[config.mk]
export PLATFORM = sky130hd
export DESIGN_NAME = sad_min_search_flat
export DESIGN_NICKNAME = d
export VERILOG_FILES = /design/src/rtl/sad_min_search_if.sv /design/src/rtl/sad_min_search.sv /design/src/flat_wrapper.sv
export SDC_FILE = /design/constraint.sdc
export NUM_CORES = 1
export LEC_CHECK = 0
export ABC_AREA = 1
export BUFFER_PORTS_ARGS = -buffer_cell sky130_fd_sc_hd__buf_2
export CAP_MARGIN = 15
export CORE_UTILIZATION = 40
export DETAILED_ROUTE_END_ITERATION = 10
export GPL_TIMING_DRIVEN = 0
export SETUP_SLACK_MARGIN = 0.02
export SLEW_MARGIN = 5
export SYNTH_ARGS = -nofsm -noshare
export SYNTH_HDL_FRONTEND = slang
export SYNTH_SLANG_ARGS = --single-unit
[constraint.sdc]
create_clock -name clk -period 4.9 [get_ports clk]
set_input_delay 0.49 -clock clk [delete_from_list [all_inputs] [get_ports clk]]
set_output_delay 0.49 -clock clk [all_outputs]
set_load 0.03 [all_outputs]
[src/rtl/sad_min_search_if.sv]
// Row-beat input bus feeding the SAD minimum search.
// start pulse, ad_valid qualifier and packed per-PE AD bytes.
interface sad_min_search_if #(
  parameter int NPE = 16
);
  logic             start;
  logic             ad_valid;
  logic [NPE*8-1:0] ad;

  modport master (
    output start,
    output ad_valid,
    output ad
  );

  modport slave (
    input start,
    input ad_valid,
    input ad
  );
endinterface

[src/rtl/sad_min_search.sv]
// Accumulates per-candidate SAD from PE row beats and tracks the min SAD/mv.
// Ports: clk, rst_n, bus (start/ad_valid/ad), busy, cand_*, best_*, done.
module sad_min_search #(
  parameter int NPE  = 16,
  parameter int ROWS = 16,
  parameter int SR   = 8,
  parameter int SADW = 16,
  parameter int MVW  = 5
) (
  input  logic                  clk,
  input  logic                  rst_n,
  sad_min_search_if.slave       bus,
  output logic                  busy,
  output logic                  cand_valid,
  output logic [SADW-1:0]       cand_sad,
  output logic [SADW-1:0]       best_sad,
  output logic signed [MVW-1:0] best_mvx,
  output logic signed [MVW-1:0] best_mvy,
  output logic                  done
);

  localparam int RSW = 8 + $clog2(NPE);
  localparam int RW  = $clog2(ROWS);

  localparam logic signed [MVW-1:0] MV_MIN = MVW'(-SR);
  localparam logic signed [MVW-1:0] MV_MAX = MVW'(SR - 1);
  localparam logic signed [MVW-1:0] MV_ONE = MVW'(1);
  localparam logic [RW-1:0]         ROW_LAST = RW'(ROWS - 1);

  localparam logic [1:0] IDLE  = 2'd0;
  localparam logic [1:0] RUN   = 2'd1;
  localparam logic [1:0] FLUSH = 2'd2;
  localparam logic [1:0] DONE  = 2'd3;

  logic [1:0] state_q, state_d;

  logic [RW-1:0]         row_q;
  logic signed [MVW-1:0] mvx_q, mvy_q;

  logic [RSW-1:0]        s1_sum_q;
  logic                  s1_v_q, s1_first_q, s1_last_q;
  logic                  s1_c0_q, s1_fin_q;
  logic signed [MVW-1:0] s1_mvx_q, s1_mvy_q;

  logic [SADW-1:0]       acc_q, acc_d;
  logic                  cv_q, c0_q, cfin_q;
  logic [SADW-1:0]       csad_q;
  logic signed [MVW-1:0] cmvx_q, cmvy_q;

  logic [SADW-1:0]       bsad_q;
  logic signed [MVW-1:0] bmvx_q, bmvy_q;

  logic [RSW-1:0] row_sum;
  logic           go, accept, last_row, last_x, last_y;
  logic           fin_beat, take;

  assign go       = (state_q == IDLE) && bus.start;
  assign accept   = (state_q == RUN) && bus.ad_valid;
  assign last_row = (row_q == ROW_LAST);
  assign last_x   = (mvx_q == MV_MAX);
  assign last_y   = (mvy_q == MV_MAX);
  assign fin_beat = accept && last_row && last_x && last_y;

  always_comb begin
    row_sum = '0;
    for (int i = 0; i < NPE; i++) begin
      row_sum = row_sum + RSW'(bus.ad[8*i +: 8]);
    end
  end

  always_comb begin
    state_d = state_q;
    unique case (state_q)
      IDLE:  if (bus.start) state_d = RUN;
      RUN:   if (fin_beat) state_d = FLUSH;
      FLUSH: if (cv_q && cfin_q) state_d = DONE;
      DONE:  state_d = IDLE;
      default: state_d = IDLE;
    endcase
  end

  always_ff @(posedge clk or negedge rst_n) begin
    if (!rst_n) state_q <= IDLE;
    else        state_q <= state_d;
  end

  // Row counter plus split x/y candidate counter in raster order.
  always_ff @(posedge clk or negedge rst_n) begin
    if (!rst_n) begin
      row_q <= '0;
      mvx_q <= '0;
      mvy_q <= '0;
    end else if (go) begin
      row_q <= '0;
      mvx_q <= MV_MIN;
      mvy_q <= MV_MIN;
    end else if (accept) begin
      row_q <= last_row ? '0 : row_q + RW'(1);
      if (last_row) begin
        if (last_x) begin
          mvx_q <= MV_MIN;
          mvy_q <= mvy_q + MV_ONE;
        end else begin
          mvx_q <= mvx_q + MV_ONE;
        end
      end
    end
  end

  always_ff @(posedge clk or negedge rst_n) begin
    if (!rst_n) begin
      s1_v_q     <= 1'b0;
      s1_sum_q   <= '0;
      s1_first_q <= 1'b0;
      s1_last_q  <= 1'b0;
      s1_c0_q    <= 1'b0;
      s1_fin_q   <= 1'b0;
      s1_mvx_q   <= '0;
      s1_mvy_q   <= '0;
    end else begin
      s1_v_q <= accept;
      if (accept) begin
        s1_sum_q   <= row_sum;
        s1_first_q <= (row_q == '0);
        s1_last_q  <= last_row;
        s1_c0_q    <= (mvx_q == MV_MIN) && (mvy_q == MV_MIN);
        s1_fin_q   <= last_x && last_y;
        s1_mvx_q   <= mvx_q;
        s1_mvy_q   <= mvy_q;
      end
    end
  end

  // Row 0 restarts the sum so consecutive candidates never leak.
  assign acc_d = s1_first_q ? SADW'(s1_sum_q)
                            : acc_q + SADW'(s1_sum_q);

  always_ff @(posedge clk or negedge rst_n) begin
    if (!rst_n) begin
      acc_q  <= '0;
      cv_q   <= 1'b0;
      csad_q <= '0;
      c0_q   <= 1'b0;
      cfin_q <= 1'b0;
      cmvx_q <= '0;
      cmvy_q <= '0;
    end else begin
      cv_q <= s1_v_q && s1_last_q;
      if (s1_v_q) acc_q <= acc_d;
      if (s1_v_q && s1_last_q) begin
        csad_q <= acc_d;
        c0_q   <= s1_c0_q;
        cfin_q <= s1_fin_q;
        cmvx_q <= s1_mvx_q;
        cmvy_q <= s1_mvy_q;
      end
    end
  end

  // Strict less-than keeps the earliest raster candidate on ties.
  assign take = cv_q && (c0_q || (csad_q < bsad_q));

  always_ff @(posedge clk or negedge rst_n) begin
    if (!rst_n) begin
      bsad_q <= '1;
      bmvx_q <= '0;
      bmvy_q <= '0;
    end else if (go) begin
      bsad_q <= '1;
      bmvx_q <= '0;
      bmvy_q <= '0;
    end else if (take) begin
      bsad_q <= csad_q;
      bmvx_q <= cmvx_q;
      bmvy_q <= cmvy_q;
    end
  end

  assign busy       = (state_q == RUN) || (state_q == FLUSH);
  assign done       = (state_q == DONE);
  assign cand_valid = cv_q;
  assign cand_sad   = csad_q;
  assign best_sad   = bsad_q;
  assign best_mvx   = bmvx_q;
  assign best_mvy   = bmvy_q;

endmodule

[src/flat_wrapper.sv]
// flat-port wrapper written by rule: the top's interface ports become plain ports
module sad_min_search_flat 
#(
  parameter int NPE  = 16,
  parameter int ROWS = 16,
  parameter int SR   = 8,
  parameter int SADW = 16,
  parameter int MVW  = 5
)
  (clk, rst_n, busy, cand_valid, cand_sad, best_sad, best_mvx, best_mvy, done, bus_start, bus_ad_valid, bus_ad);
  sad_min_search_if #(.NPE(NPE)) bus_i ();
  input  logic clk;
  input  logic rst_n;
  output logic busy;
  output logic cand_valid;
  output logic [SADW-1:0] cand_sad;
  output logic [SADW-1:0] best_sad;
  output logic signed [MVW-1:0] best_mvx;
  output logic signed [MVW-1:0] best_mvy;
  output logic done;
  input wire logic [$bits(bus_i.start)-1:0] bus_start;
  input wire logic [$bits(bus_i.ad_valid)-1:0] bus_ad_valid;
  input wire logic [$bits(bus_i.ad)-1:0] bus_ad;
  assign bus_i.start = bus_start;
  assign bus_i.ad_valid = bus_ad_valid;
  assign bus_i.ad = bus_ad;
  sad_min_search #(.NPE(NPE), .ROWS(ROWS), .SR(SR), .SADW(SADW), .MVW(MVW)) u_core (.clk(clk), .rst_n(rst_n), .bus(bus_i), .busy(busy), .cand_valid(cand_valid), .cand_sad(cand_sad), .best_sad(best_sad), .best_mvx(best_mvx), .best_mvy(best_mvy), .done(done));
endmodule
# Word level (Yosys, flattened, before mapping)
# Index checks and enable logic that the tools add are counted.
# totals
wordCells,96
output_inout_bits,45
regBits,114
# op_classes
addsub,19
mux,22
eq_ne,11
order_cmp,1
reduce_logical,21
# op_table
operator,n
$add 12x8->12,14
$mux 5,12
$mux 16,3
$eq 5x4->1 const B,4
$add 16x12->16,1
$lt 16x16->1,1
$mux 4,3
$add 5x2->5 const B,2
$logic_and 1x1->1,10
$add 8x8->9,1
$pmux 2 s4,1
$reduce_bool 2->1,4
$mux 2,3
$reduce_and 3->1,2
$add 4x1->4 const B,1
$eq 2x2->1 const B,2
$eq 4x4->1 const B,1
$logic_not 4->1,1
$ne 2x1->1 const B,2
$eq 2x1->1 const B,1
$logic_not 2->1,1
$logic_or 1x1->1,2
$ne 2x2->1 const B,1
$reduce_and 2->1,1

# Longest topological paths before layout
# logic_depth
ltp_word,15
depth_mapped,27
depth_no_buf,27

# Least setup slack after synthesis
# No wires, ideal clock.
# synth_timing
path_kind,input-to-reg
startpoint,in bus_ad[0]
endpoint,reg u_core.s1_sum_q[11]
stages,27
slack_ns,-1.327
arrival_ns,6.109
n_path_buf,0
required_time_ns,4.782
path_cell_list,ha_1 > inv_1 > fa_1 > o21ai_0 > nand2_1 > nand2_1 > a21oi_1 > xor2_1 > inv_1 > fa_1 > inv_1 > fa_1 > fa_1 > fa_1 > inv_1 > fa_1 > inv_1 > fa_1 > inv_1 > ha_1 > a21oi_1 > o21ai_0 > nor2_1 > o21ai_0 > or2_2 > nand3_1 > nand2_1
# synth_between
elab_chain_len,15
# synth_rtl
element,line_no,rtl
"start, declared",flat_wrapper.sv:23,input wire logic [$bits(bus_i.ad)-1:0] bus_ad;
$add 8x8->9,sad_min_search.sv:67,row_sum = row_sum + RSW'(bus.ad[8*i +: 8]);
$add 12x8->12 (14 in a row),sad_min_search.sv:67,
"end signal, assigned",sad_min_search.sv:123,s1_sum_q <= row_sum;
"end, declared",sad_min_search.sv:40,logic [RSW-1:0] s1_sum_q;
# Every way passes these cells.
# A chain may end at the register's enable or synchronous reset.

# Worst setup path in the final report
# layout_timing
startpoint,in bus_ad[0]
endpoint,reg u_core.s1_sum_q[10]
# Same word-level chain as after synthesis.

==> results.py <==
metrics = {
    "worst_setup_path": {
        "arrival_ns": 5.93,
        "cp.required_ns": 5.19,
        "path_max_fanout": 4,
        "crit_type": "primary input to flop",
        "cp-end-kind": "flop",
        "setup.worst_path.start_class": "primary input",
    },
    "clock_tree": {
        "clockBufferDepth": 2,
        "numClockSinks": 114,
        "cts_tree": "built",
        "clkLatencyLatePin_ns": 0.41,
        "clockRootBuffer": "clkbuf_16",
        "htreeDepth": 4,
        "cts_buffers": 17,
        "clk_pin_slew_ns": 0.06,
    },
    "sta": {
        "finalCriticalPeriod_ns": 5.64,
        "skew_ns": 0.0159,
        "setup_violations": 9,
        "min_period_over_period": 1.15,
        "hold_viol": 0,
        "fin_ws_ns": -0.736,
        "max_freq_mhz": 177,
        "slew_headroom": 0.600,
        "tightestPinTransition_ns": 0.600,
        "whs_ns": 0.471,
        "rsz0062_at_grt": "yes",
        "drv_slew": 0,
        "fin_tns_setup_ns": -3.96,
    },
    "drt": {
        "drt_iter0_drc": 365,
        "vias": 7499,
        "wl_per_cell_um": 13.7,
        "drt-pass1-iter-count": 5,
        "avgViaCountPerCell": 4.74,
        "drc_errors": 0,
        "routed_wl_mm": 21.6,
        "antenna_left": 0,
    },
    "worst_hold_path": {
        "hold_path_class": "flop to flop",
    },
    "synth": {
        "yosys_warnings": 0,
        "synth_nets": 1380,
        "synth_seq_cells": 114,
        "ys.flop_type": "dfrtp_1",
        "synthCells": 1079,
        "post_synth.cell_area_avg_um2": 8.61,
        "ys_async_sr_fraction": 1.00,
        "synth_edf_count": 0,
        "seq_area_frac_synth": 0.309,
        "synth_cell_type_count": 38,
        "netlist_area_mm2": 0.00930,
    },
    "die": {
        "rows": 55,
        "die_y_um": 154,
        "start_util": 0.409,
        "coreArea_mm2": 0.0227,
        "die_w_um": 154,
        "fp.dieArea_mm2": 0.0239,
        "ioPinCount": 177,
    },
    "final_layout": {
        "final_cell_count_no_fill": 1582,
        "layout-drive-gt1-share": 0.249,
        "areaGrowthSynthToFinish_pct": 23.6,
        "final_nets": 1585,
        "antenna_cells": 0,
        "num-fill-cells": 2193,
        "final_cell_mix": "nand2_1, inv_1, buf_2",
        "mostFrequentLayoutCell": "nand2_1",
    },
    "placement": {
        "post-place-cells": 1541,
        "port-buffer-count": 176,
        "dp_slack_ns": -1.28,
        "place_congestion": 0.906,
        "dpl.hpwl_mm": 17.5,
    },
    "grt": {
        "antenna_found_initial": 0,
        "track_usage": 0.195,
        "grt_pass1_wl_mm": 36.9,
        "grt_max_degree": 94,
        "grt_overflow": 0,
        "grt_pass1_vias": 7773,
    },
    "status": {
        "violations": "negative setup slack",
        "status": "complete, but fails checks",
    },
    "flow_run": {
        "drv_cap": 0,
    },
}
-- metrics by stage --
step / util / area (µm²)
2_1_floorplan: - / 9430
3_3_place_gp: 0.470 / 10700
3_5_place_dp: 0.471 / 10700
4_1_cts: 0.502 / 11400
5_1_grt: 0.506 / 11500
6_report: 0.506 / 11500
-- repair_timing --
action / in CTS / in global routing
resized for setup: 13 / 21
hold endpoints to repair: 17 / 0
hold buffers: 1 / 0
pin swaps: 11 / 16
setup buffers: 5 / 3
setup endpoints to repair: 9 / 9
-- critical path, cell delays in order --
cell and delay [ns]:
buf_6 0.07, ha_4 0.13, inv_2 0.04, fa_2 0.37, o21ai_2 0.15, nand2_1 0.07
nand2_1 0.08, a21oi_2 0.07, xor2_1 0.16, inv_1 0.07, fa_1 0.50, inv_2 0.04
fa_2 0.54, fa_1 0.43, fa_1 0.50, inv_2 0.04, fa_1 0.54, inv_2 0.04
fa_1 0.38, inv_1 0.10, ha_4 0.22, a21o_1 0.20, a31oi_1 0.18, nand2_1 0.09
or2_2 0.29, nand3_2 0.08, nand2_1 0.06
-- final cells by class --
| cell class | count | area (µm²) | area share |
|---|---|---|---|
| multi-input cells | 721 | 5730 | 0.498 |
| clock buffers | 17 | 425 | 0.0370 |
| repair buffers | 186 | 997 | 0.0868 |
| well taps | 285 | 357 | 0.0310 |
| inverters | 216 | 811 | 0.0706 |
| plain buffers | 28 | 130 | 0.0113 |
| clock inverters | 15 | 169 | 0.0147 |
| flip-flops and latches | 114 | 2870 | 0.250 |
-- sequential cells by signal (all words and copies together) (netlist names) --
register,count
u_core.cand_valid,1
u_core.mvx_q,5
u_core.best_sad,16
u_core.c0_q,1
u_core.s1_fin_q,1
u_core.s1_sum_q,12
u_core.s1_c0_q,1
u_core.best_mvx,5
u_core.cfin_q,1
u_core.acc_q,16
u_core.s1_v_q,1
u_core.s1_first_q,1
u_core.cand_sad,16
u_core.s1_last_q,1
u_core.cmvx_q,5
u_core.state_q,2
u_core.mvy_q,5
u_core.cmvy_q,5
u_core.row_q,4
u_core.s1_mvy_q,5
u_core.s1_mvx_q,5
u_core.best_mvy,5
-- synth_stat cells (all sizes together), types with 3 or more instances --
master | instances | area [µm²]
a21o | 6 | 45.0
a21oi | 36 | 180
a31oi | 8 | 50.1
buf | 13 | 73.8
clkbuf | 15 | 56.3
dfrtp | 98 | 2450
dfstp | 16 | 420
fa | 103 | 2060
ha | 66 | 826
inv | 216 | 811
nand2 | 265 | 1010
nand3 | 68 | 340
nand3b | 5 | 37.5
nand4 | 23 | 144
nor2 | 34 | 130
nor3 | 4 | 31.3
o21ai | 53 | 265
o22ai | 3 | 18.8
or2 | 23 | 144
xnor2 | 4 | 35.0
xor2 | 8 | 70.1
-- path summary, 6_finish.rpt --
path,to,startpoint,slack (ns),cells after the start
max,u_core.s1_sum_q[10],bus_ad[0],-0.74,27
min,u_core.cmvx_q[4],u_core.s1_mvx_q[4],0.47,2
max reg2reg,u_core.best_sad[8],u_core.state_q[0],2.71,7
min reg2reg,u_core.cmvx_q[4],u_core.s1_mvx_q[4],0.47,2
max in group asynchronous,u_core.best_sad[1],rst_n,3.66,3
min in group asynchronous,u_core.cand_sad[6],rst_n,0.51,2
-- metal layers --
metal | track usage | part of all wire
met1 | 0.250 | 0.44
met2 | 0.346 | 0.51
met3 | 0.0227 | 0.028
met4 | 0.0566 | 0.015
met5 | 0 | 0
-- cell families (layout without fill, tap and decap cells) --
family | after synthesis | after routing | synth area share
buffers and inverters | 244 | 462 | 0.101
AND/OR/NAND/NOR | 424 | 424 | 0.199
AO/OA/AOI/OAI | 116 | 116 | 0.0685
XOR/XNOR | 12 | 12 | 0.0113
flip-flops | 114 | 114 | 0.309
adder cells (fa/ha/maj) | 169 | 169 | 0.311
Power is left out: the tool's default activity adds up to more than one toggle a clock period on the data nets, which glitch-free logic cannot reach.
